File: config.mk
export PLATFORM = sky130hd
export DESIGN_NAME = reg_dump_unit
export DESIGN_NICKNAME = d
export VERILOG_FILES = /design/src/rtl/reg_dump_unit.sv
export SDC_FILE = /design/constraint.sdc
export NUM_CORES = 1
export LEC_CHECK = 0
export ABC_AREA = 1
export BUFFER_PORTS_ARGS = -buffer_cell sky130_fd_sc_hd__buf_4
export CORE_ASPECT_RATIO = 1.75
export CORE_MARGIN = 2
export CORE_UTILIZATION = 41
export DETAILED_ROUTE_END_ITERATION = 7
export GPL_TIMING_DRIVEN = 0
export PLACE_DENSITY = 0.71
export SYNTH_ARGS = -nofsm -noshare
export SYNTH_HDL_FRONTEND = slang
export SYNTH_SLANG_ARGS = --single-unit
File: constraint.sdc
create_clock -name clk -period 1.9 [get_ports clk]
set_clock_uncertainty 0.2 [all_clocks]
set_input_delay 0.38 -clock clk [delete_from_list [all_inputs] [get_ports clk]]
set_output_delay 0.38 -clock clk [all_outputs]
set_load 0.1 [all_outputs]
File: src/rtl/reg_dump_unit.sv
// rtl/reg_dump_unit.sv - block register read-out streamer for the register file read port
//
// Purpose:
//   On a start pulse, takes ownership of the register file read port through
//   bus_req/bus_gnt, reads a contiguous (wrapping) block of registers, and
//   streams each value with its address over a valid/ready interface.
//
// Ports:
//   clk         system clock, rising edge
//   rst         asynchronous active-low reset
//   start       1-cycle dump request, ignored while busy
//   first_addr  first register address, sampled with start
//   count       number of registers to dump, sampled with start
//   busy        high from accepted start until done
//   bus_req     read port ownership request
//   bus_gnt     read port granted, may drop at any time
//   rd_en       register file read enable
//   rd_sel      register file read address (0 outside ISSUE)
//   rd_data     register file read data
//   dump_valid  dump_data/dump_addr/dump_last valid
//   dump_ready  consumer accepts the beat on valid & ready
//   dump_data   captured register value
//   dump_addr   address the value was read from
//   dump_last   final beat of the dump
//   done        1-cycle completion pulse

module reg_dump_unit #(
  parameter int NUM_REGS   = 8,
  parameter int ADDR_W     = 3,
  parameter int DATA_W     = 8,
  parameter int RD_LATENCY = 1
) (
  input  logic              clk,
  input  logic              rst,
  input  logic              start,
  input  logic [ADDR_W-1:0] first_addr,
  input  logic [ADDR_W:0]   count,
  output logic              busy,
  output logic              bus_req,
  input  logic              bus_gnt,
  output logic              rd_en,
  output logic [ADDR_W-1:0] rd_sel,
  input  logic [DATA_W-1:0] rd_data,
  output logic              dump_valid,
  input  logic              dump_ready,
  output logic [DATA_W-1:0] dump_data,
  output logic [ADDR_W-1:0] dump_addr,
  output logic              dump_last,
  output logic              done
);

  typedef enum logic [2:0] {
    S_IDLE,
    S_REQ,
    S_ISSUE,
    S_WAIT,
    S_OUT
  } state_t;

  localparam logic [ADDR_W:0]   NUM_REGS_W = (ADDR_W+1)'(NUM_REGS);
  localparam logic [ADDR_W-1:0] LAST_ADDR  = ADDR_W'(NUM_REGS - 1);
  localparam logic [ADDR_W:0]   REM_ONE    = (ADDR_W+1)'(1);

  state_t              state;
  state_t              state_nxt;
  logic [ADDR_W-1:0]   addr_q;
  logic [ADDR_W-1:0]   addr_nxt;
  logic [ADDR_W:0]     rem_q;
  logic [ADDR_W:0]     rem_nxt;
  logic [DATA_W-1:0]   data_q;
  logic [ADDR_W-1:0]   daddr_q;
  logic                done_q;
  logic                done_nxt;
  logic                capture;
  logic [ADDR_W-1:0]   first_clamped;

  // Out-of-range start addresses fold to register 0.
  assign first_clamped = ({1'b0, first_addr} >= NUM_REGS_W) ? '0 : first_addr;

  assign dump_data = data_q;
  assign dump_addr = daddr_q;
  assign done      = done_q;

  always_ff @(posedge clk or negedge rst) begin
    if (!rst) begin
      state   <= S_IDLE;
      addr_q  <= '0;
      rem_q   <= '0;
      data_q  <= '0;
      daddr_q <= '0;
      done_q  <= 1'b0;
    end else begin
      state  <= state_nxt;
      addr_q <= addr_nxt;
      rem_q  <= rem_nxt;
      done_q <= done_nxt;
      if (capture) begin
        data_q  <= rd_data;
        daddr_q <= addr_q;
      end
    end
  end

  always_comb begin
    state_nxt  = state;
    addr_nxt   = addr_q;
    rem_nxt    = rem_q;
    done_nxt   = 1'b0;
    capture    = 1'b0;
    busy       = 1'b0;
    bus_req    = 1'b0;
    rd_en      = 1'b0;
    rd_sel     = '0;
    dump_valid = 1'b0;
    dump_last  = 1'b0;

    case (state)
      S_IDLE: begin
        if (start) begin
          if (count != '0) begin
            addr_nxt  = first_clamped;
            rem_nxt   = count;
            state_nxt = S_REQ;
          end else begin
            // Empty dump: acknowledge without touching the bus.
            done_nxt = 1'b1;
          end
        end
      end

      S_REQ: begin
        busy    = 1'b1;
        bus_req = 1'b1;
        if (bus_gnt) begin
          state_nxt = S_ISSUE;
        end
      end

      S_ISSUE: begin
        busy    = 1'b1;
        bus_req = 1'b1;
        rd_en   = bus_gnt;
        rd_sel  = addr_q;
        if (bus_gnt) begin
          if (RD_LATENCY == 0) begin
            capture   = 1'b1;
            state_nxt = S_OUT;
          end else begin
            state_nxt = S_WAIT;
          end
        end
      end

      S_WAIT: begin
        // Read was already issued; the data arrives regardless of the grant.
        busy      = 1'b1;
        bus_req   = 1'b1;
        capture   = 1'b1;
        state_nxt = S_OUT;
      end

      S_OUT: begin
        busy       = 1'b1;
        bus_req    = 1'b1;
        dump_valid = 1'b1;
        dump_last  = (rem_q == REM_ONE);
        if (dump_ready) begin
          if (rem_q == REM_ONE) begin
            done_nxt  = 1'b1;
            state_nxt = S_IDLE;
          end else begin
            rem_nxt   = rem_q - REM_ONE;
            addr_nxt  = (addr_q == LAST_ADDR) ? '0 : addr_q + 1'b1;
            state_nxt = S_ISSUE;
          end
        end
      end

      default: begin
        state_nxt = S_IDLE;
      end
    endcase
  end

endmodule

==> results of run 1 <==
[metrics by stage]
| stage | setup slack, ns | cell area, µm² |
|---|---|---|
| after floorplan | -1.18 | 1340 |
| after detailed placement | -0.252 | 1690 |
| after global placement | -0.220 | 1690 |
| after global routing | -0.263 | 2070 |
| after CTS | -0.188 | 2010 |
| final | -0.207 | 2070 |
[synth_stat cells (2+ instances only)]
library cell	number	area, µm²
nand4_1	5	31.3
ha_1	4	50.1
dfrtp_1	22	551
nand3_1	10	50.1
nor2_4	3	33.8
o21ai_0	6	30.0
inv_2	4	15.0
inv_1	14	52.6
mux2_2	5	56.3
nor2_1	11	41.3
nand3_2	2	20.0
o21ai_1	3	15.0
nand2_1	44	165
buf_6	3	33.8
mux2_1	3	33.8
nand2_2	2	12.5
nand3_4	2	35.0
[sequential cells by signal, indices dropped and copies added, names as in the netlist]
| register | count |
|---|---|
| addr_q | 3 |
| done | 1 |
| dump_addr | 3 |
| dump_data | 8 |
| rem_q | 4 |
| state | 3 |
[metal layers]
metal | up-vias | GRT usage [%] | share of wire (%)
li1 | 613 | - | -
met1 | 595 | 20.4 | 37
met2 | 42 | 34.9 | 56
met3 | 10 | 2.30 | 4.4
met4 | 0 | 8.00 | 2.4
met5 | - | 0 | 0
[worst max-delay path: stages, from the launching register on]
cell      delay (ns)
dfrtp_2         0.43
nor2_4          0.17
nand2_4         0.07
buf_6           0.11
o211ai_1        0.13
buf_4           0.18
buf_12          0.16
[final cells by class]
cell class	count	area, µm²
well taps	43	53.8
plain buffers	4	41.3
flip-flops and latches	22	553
fillers	228	1010
clock inverters	1	30.0
inverters	19	81.3
multi-input cells	106	701
repair buffers	60	564
clock buffers	3	41.3
[final timing paths]
path                            slack (ns)            to  cells past startpoint    startpoint
worst max-delay path                 -0.21          busy                      6      state[1]
worst min-delay path                  0.13  dump_data[0]                      2    rd_data[0]
worst max register to register        0.18      rem_q[3]                     10      state[1]
worst min register to register        0.30  dump_data[0]                      1  dump_data[0]
max in group asynchronous             0.90      state[0]                      2           rst
min in group asynchronous             0.35  dump_data[0]                      2           rst
[logic make-up after synthesis]
family	share of synthesized area [%]
AOI/OAI and AO/OA	4.04
adders and majority gates	3.85
and+or+nand+nor	33.4
xor gates and xnor gates	0.673
buffers and inverters	8.85
muxes	6.92
DFF	42.3
[timing repair]
| item | in CTS | in global routing |
|---|---|---|
| cloned | 0 | 0 |
| hold buffers | 1 | 0 |
| gates resized for setup | 28 | 6 |
| pin swaps | 7 | 2 |
| setup endpoints to repair | 8 | 8 |
| setup buffers | 16 | 4 |
| hold endpoints to repair | 22 | 0 |
==> metrics, run 1 <==
Root Driver clkbuf_8; worst-skew pair later-pin latency 0.26 ns; max_cap viols 0; die area 3660 µm²; Post-synth EDFFs 0; TritonRoute pass-1 iters 4; syn_area_per_cell 8.62 µm²; DRC Markers 0; total gr overflow 0; Final Max Tran Viols 0; non-filler cells, final 258; Ys Warns 0; row count 27; FF+latch count, synth 22; most frequent cells in the layout buf_4 (49), nand2_1 (43), dfrtp_1 (20); Worst Setup Start Kind flop; TritonCTS Buffers 3; Final min period 2.11 ns; setup TNS -0.838 ns; vias 1,260; CTS sink count 22; NumNets Final 240; post-synthesis sequential area ratio 42.3%; failing checks negative setup slack; total wire length 3270 µm; Fin Hold WS 0.133 ns; first-pass GRT wire length 5240 µm; Worst Path Max Fanout 2; DP HPWL 2270 µm; status complete, but fails checks; Initial Utilization 42.3%; Max clock buf depth 2; Worst setup EP type output port; commonest non-fill, non-tap cell in the layout buf_4; gr usage total 19.1%; largest net degree at the start of global routing 23; Util after Layout 67.2%; CTS tree done; Placer Congestion 0.824; final hold vios 0; Ant. Diodes 0; setup ws final -0.207 ns; final worst-path cycle share 111%; Crit Path Category reg -> out; relative slew slack 80.1%; Arr. time, crit path 1.53 ns; Main synth FF type dfrtp_1; num ports 40; quantity of I/O buffers inserted on ports 39; Syn Std Cell Area 1300 µm²; vias in the first global route 1,256; core area 3070 µm²; Mapped Cells 151; Peak Freq 0.475 GHz; CP required 1.32 ns; via density per instance 4.88; Area Overhead vs Synth 58.7%; final setup violation count 7; Post-DRT Antenna Nets 0; initial drt markers 27; H-tree depth 1; Netlist cell types 25; Reg clk slew, reported paths 0.08 ns; average wire per standard cell 12.7 µm; Least-Margin Pin Slew 0.297 ns; Hold Crit Class in -> reg; initial antenna violation count 0; unrepaired setup endpoints after global routing true; fraction of registers with async set/reset 100%; proportion of layout cells with a drive suffix above 1 47.0%; Mapped Nets 175; Die Ht 78.5 µm; number of placed cells counting well taps 233; die width 46.6 µm
Power of run 1 is left out: the tool's default activity adds up to more than one toggle a clock period on the data nets, which glitch-free logic cannot reach.
==> run 2: changes to the inputs <==
==> constraint.sdc (replaced) <==
create_clock -name clk -period 2.4 [get_ports clk]
set_clock_uncertainty 0.2 [all_clocks]
set_input_delay 0.48 -clock clk [delete_from_list [all_inputs] [get_ports clk]]
set_output_delay 0.48 -clock clk [all_outputs]
set_load 0.1 [all_outputs]
==> run 2 against run 1 <==
  * The flow now finishes without violations
  * Final cell count shrank 7.4%
  * Worst hold slack better by 0.096 ns
  * First-iteration DRC count increased by 11%
  * Largest cell class unchanged
==> metrics, run 2 (same netlist as run 1, synthesis figures left out) <==
status finished, final reports clean; worst r2r src state[1]; Worst Hold Launch rd_data[0]; unrepaired setup endpoints after global routing true; Max stage delay on crit path 0.38 ns; Post-Place Setup Slack 0.199 ns; max_cap viols 0; Placed Area 1660 µm²; vias in the first global route 1,108; Final min period 2.31 ns; DRC Markers 0; Post-DRT Antenna Nets 0; crit path cell chain buf_6, nor2_1, nand2_2, o211ai_1, buf_4, buf_6; die area 3660 µm²; first-pass GRT wire length 4680 µm; final worst-path cycle share 96.3%; commonest non-fill, non-tap cell in the layout nand2_1; DP HPWL 2300 µm; R2R setup slack 0.77 ns; total wire length 2840 µm; Crit Path Category reg -> out; CTS tree done; Least-Margin Pin Slew 0.284 ns; cell mode on critical path buf_6; quantity of I/O buffers inserted on ports 39; Slowest cell on crit path dfrtp_1; vias 1,146; relative slew slack 81.1%; worst reg2reg path endpoint rem_q[1]; crit path buf inv count 3; WHS Endpoint dump_data[0]; max FFs per register 8; CP required 1.72 ns; Arr. time, crit path 1.63 ns; Reg clk slew, reported paths 0.07 ns; Hold Crit Class in -> reg; hold path depth 2; gr usage total 17.4%; initial drt markers 30; Fin Hold WS 0.229 ns; Placer Congestion 0.824; CP delay by family, top buffers and inverters; Initial Utilization 42.3%; row count 27; NumNets Final 221; largest net degree at the start of global routing 23; CTS sink count 22; Worst setup EP type output port; Ant. Diodes 0; final hold vios 0; core area 3070 µm²; TritonRoute pass-1 iters 4; Worst Setup Start Kind flop; final setup violation count 0; Root Driver clkbuf_8; num ports 40; Final Instance Area 1730 µm²; Fillers 279; FF-to-FF path depth 8; Worst Path Max Fanout 10; via density per instance 4.79; TritonCTS Buffers 3; total gr overflow 0; H-tree depth 1; setup ws final 0.0884 ns; Final Max Tran Viols 0; non-filler cells, final 239; worst-skew pair later-pin latency 0.26 ns; average wire per standard cell 11.9 µm; number of placed cells counting well taps 233; Peak Freq 0.433 GHz; proportion of layout cells with a drive suffix above 1 39.3%; die width 46.6 µm; Die Ht 78.5 µm; Seq. cell area 553 µm²; Multi-input gate area 648 µm²; Area Overhead vs Synth 33.2%; Max clock buf depth 2; initial antenna violation count 0; most frequent cells in the layout nand2_1 (43), buf_4 (39), dfrtp_1 (20)
## run 2: cell types whose count changed in the layout (fill, tap and decap cells not counted), moves of 2 or more
cell	delta
nor2_1	+2
nand2_4	-2
nor2_4	-5
nand2_2	+2
buf_4	-10
nor2_2	+3
buf_12	-8
## run 2: what timing repair did
action | in CTS | in global routing
endpoints found under the setup margin | 2 | 3
gates resized for setup | 1 | 3
hold buffers | 1 | 0
setup buffers | 1 | 0
pin swaps | 1 | 0
hold endpoints to repair | 22 | 0
## run 2: worst reg2reg max path, cell delays in order, from the launching register on
cell and delay (ns):
dfrtp_2 0.47, nor2_4 0.15, buf_4 0.17, nand2_2 0.09, nor2_4 0.18, nor2_8 0.07, nand3_4 0.10, nand2_1 0.07
nand2_1 0.06
## run 2: final cells by class
| type | count | area share (%) |
|---|---|---|
| clock buffers | 4 | 2.60 |
| multi-input cells | 106 | 37.4 |
| inverters | 19 | 4.26 |
| well taps | 43 | 3.10 |
| flip-flops and latches | 22 | 31.9 |
| repair buffers | 41 | 18.3 |
| plain buffers | 4 | 2.38 |
## run 2: layer usage
metal / wire (µm) / global-route usage, % / vias up / share of wire [%]
li1: - / - / 573 / -
met4: 24 / 5.14 / 0 / 0.85
met2: 1600 / 32.4 / 36 / 56
met3: 145 / 2.30 / 4 / 5.1
met5: 0 / 0 / - / 0
met1: 1070 / 18.9 / 533 / 38
## run 2: worst max-delay path by stage
| stage | startpoint | to | slack, ns | cells past startpoint |
|---|---|---|---|---|
| 6_report | state[2] | busy | 0.09 | 6 |
| 5_1_grt | state[2] | busy | -0.04 | 6 |
| 4_1_cts | state[2] | busy | 0.001 | 6 |
| 3_5_place_dp | state[0] | busy | 0.20 | 6 |
| 3_3_place_gp | state[0] | busy | 0.23 | 6 |
| 2_1_floorplan | state[2] | busy | -0.78 | 3 |
## run 2: through the flow
stage                     TNS [ns]  util, %
after detailed placement         0     54.0
after CTS                        0     56.1
after floorplan              -1.04        -
after global routing       -0.0424     56.4
final                            0     56.4
after global placement           0     54.0
Power of run 2 is left out for the same reason.
==> run 3: changes to the inputs <==
--- a/config.mk
+++ b/config.mk
@@ -5,14 +5,13 @@
 export SDC_FILE = /design/constraint.sdc
 export NUM_CORES = 1
 export LEC_CHECK = 0
-export ABC_AREA = 1
 export BUFFER_PORTS_ARGS = -buffer_cell sky130_fd_sc_hd__buf_4
 export CORE_ASPECT_RATIO = 1.75
 export CORE_MARGIN = 2
 export CORE_UTILIZATION = 41
 export DETAILED_ROUTE_END_ITERATION = 7
 export GPL_TIMING_DRIVEN = 0
-export PLACE_DENSITY = 0.71
+export PLACE_DENSITY = 0.72
 export SYNTH_ARGS = -nofsm -noshare
 export SYNTH_HDL_FRONTEND = slang
 export SYNTH_SLANG_ARGS = --single-unit
==> run 3 against run 2 <==
  * Via count decreased by 15%
  * Die area decreased by 7.4%
  * Utilization rose by 2.2 points
  * Global-route usage increased by 1.5 points
==> metrics, run 3 <==
first-pass GRT wire length 4670 µm; vias in the first global route 1,005; die area 3390 µm²; DP HPWL 2210 µm; Ys Warns 0; setup ws final 0.0616 ns; Final Instance Area 1680 µm²; commonest non-fill, non-tap cell in the layout buf_4; average wire per standard cell 16.3 µm; Worst Path Max Fanout 7; Least-Margin Pin Slew 0.395 ns; Final Max Tran Viols 0; Reg clk slew, reported paths 0.08 ns; proportion of layout cells with a drive suffix above 1 52.0%; Hold Crit Class in -> reg; Seq. cell area 553 µm²; Worst Setup Start Kind flop; H-tree depth 1; Fillers 244; die width 44.9 µm; uppermost layer routed met4; TritonRoute pass-1 iters 4; vias 977; final hold vios 0; Die Ht 75.5 µm; Placed Area 1550 µm²; most frequent cells in the layout buf_4 (41), dfrtp_1 (20), mux2_2 (11); Met3 Wirelength 130 µm; CTS tree done; core area 2860 µm²; most common library cells after synthesis dfrtp_1 (22), mux2_2 (11), o21ai_0 (7); fraction of registers with async set/reset 100%; Arr. time, crit path 1.66 ns; Worst setup EP type output port; Multi-input gate area 626 µm²; Main synth FF type dfrtp_1; DRC Markers 0; status finished, final reports clean; FF+latch count, synth 22; Peak Freq 0.428 GHz; row count 26; final setup violation count 0; via density per instance 5.55; Post-synth EDFFs 0; initial drt markers 12; Netlist cell types 39; CP required 1.72 ns; relative slew slack 73.0%; Crit Path Category reg -> out; Max clock buf depth 2; TritonCTS Buffers 3; initial antenna violation count 0; WL met2 1650 µm; final worst-path cycle share 97.4%; Initial Utilization 41.9%; Mapped Nets 126; Syn Std Cell Area 1200 µm²; CTS sink count 22; Mapped Cells 102; Final min period 2.34 ns; unrepaired setup endpoints after global routing false; Post-Place Setup Slack 0.0681 ns; total gr overflow 0; Ant. Diodes 0; DRT met1 WL 1020 µm; NumNets Final 173; area share of the largest cell type after synthesis 45.9%; Placer Congestion 0.744; max_cap viols 0; total wire length 2860 µm; post-synthesis sequential area ratio 45.9%; max FFs per register 8; largest net degree at the start of global routing 23; Post-DRT Antenna Nets 0; Area Overhead vs Synth 40.0%; synth top area cells dfrtp_1 (46%), mux2_2 (10%), ha_1 (4.2%); syn_area_per_cell 11.8 µm²; num ports 40; Root Driver clkbuf_8; cell with the most instances after synthesis dfrtp_1; quantity of I/O buffers inserted on ports 39; Synth area leader dfrtp_1; gr usage total 18.9%; worst-skew pair later-pin latency 0.26 ns
==> run 3: layout make-up <==
type	count	share of cell area, %
Clock inverter	1	1.79
Tap cell	28	2.09
Inverter	3	0.895
Clock buffer	3	2.46
Multi-Input combinational cell	71	37.3
Buffer	6	2.83
Sequential cell	22	33.0
Timing Repair Buffer	42	19.7
==> run 3: timing repair <==
action | 4_1_cts | 5_1_grt
hold buffers | 1 | 0
hold endpoints to repair | 22 | 0
endpoints found under the setup margin | 7 | 2
pin swaps | 0 | 1
gates resized for setup | 6 | 3
buffers inserted | 0 | 2
==> run 3: metrics by stage <==
step	instances	setup TNS, ns	hold WS (ns)	util (%)
floorplan	102	-0.00250	-0.0156	-
global placement	169	0	0.181	54.2
detailed placement	169	0	0.188	54.2
CTS	174	-0.00112	0.218	57.8
global route	176	0	0.235	58.6
finish	176	0	0.223	58.6
==> run 3: logic make-up after synthesis <==
family	Yosys count	synth area share, %
compound gates	21	12.8
mux	15	14.5
flops	22	45.9
buf+inv	9	4.91
xor+xnor	1	0.731
fa+ha+maj	4	4.18
simple gates	30	16.9
==> run 3: worst max-delay path: stages, from the launching register on <==
cell and delay [ns]:
dfrtp_2 0.47, or3b_4 0.40, buf_6 0.15, clkinvlp_4 0.07, and2_4 0.14, buf_12 0.16
==> run 3: routing by layer <==
| layer | vias to the layer above | global-route usage, % |
|---|---|---|
| li1 | 458 | - |
| met1 | 476 | 20.7 |
| met2 | 37 | 35.6 |
| met3 | 6 | 2.37 |
| met4 | 0 | 7.84 |
| met5 | - | 0 |
==> run 3: final timing paths <==
check | to | startpoint | depth (start not counted) | slack (ns)
setup / recovery | dump_last | state[0] | 5 | 0.06
hold / removal | state[2] | dump_ready | 2 | 0.22
setup reg to reg | addr_q[1] | rem_q[1] | 6 | 0.51
hold reg to reg | dump_addr[0] | dump_addr[0] | 1 | 0.31
max in group asynchronous | state[0] | rst | 2 | 1.31
min in group asynchronous | addr_q[1] | rst | 2 | 0.44
Power of run 3 is left out for the same reason.
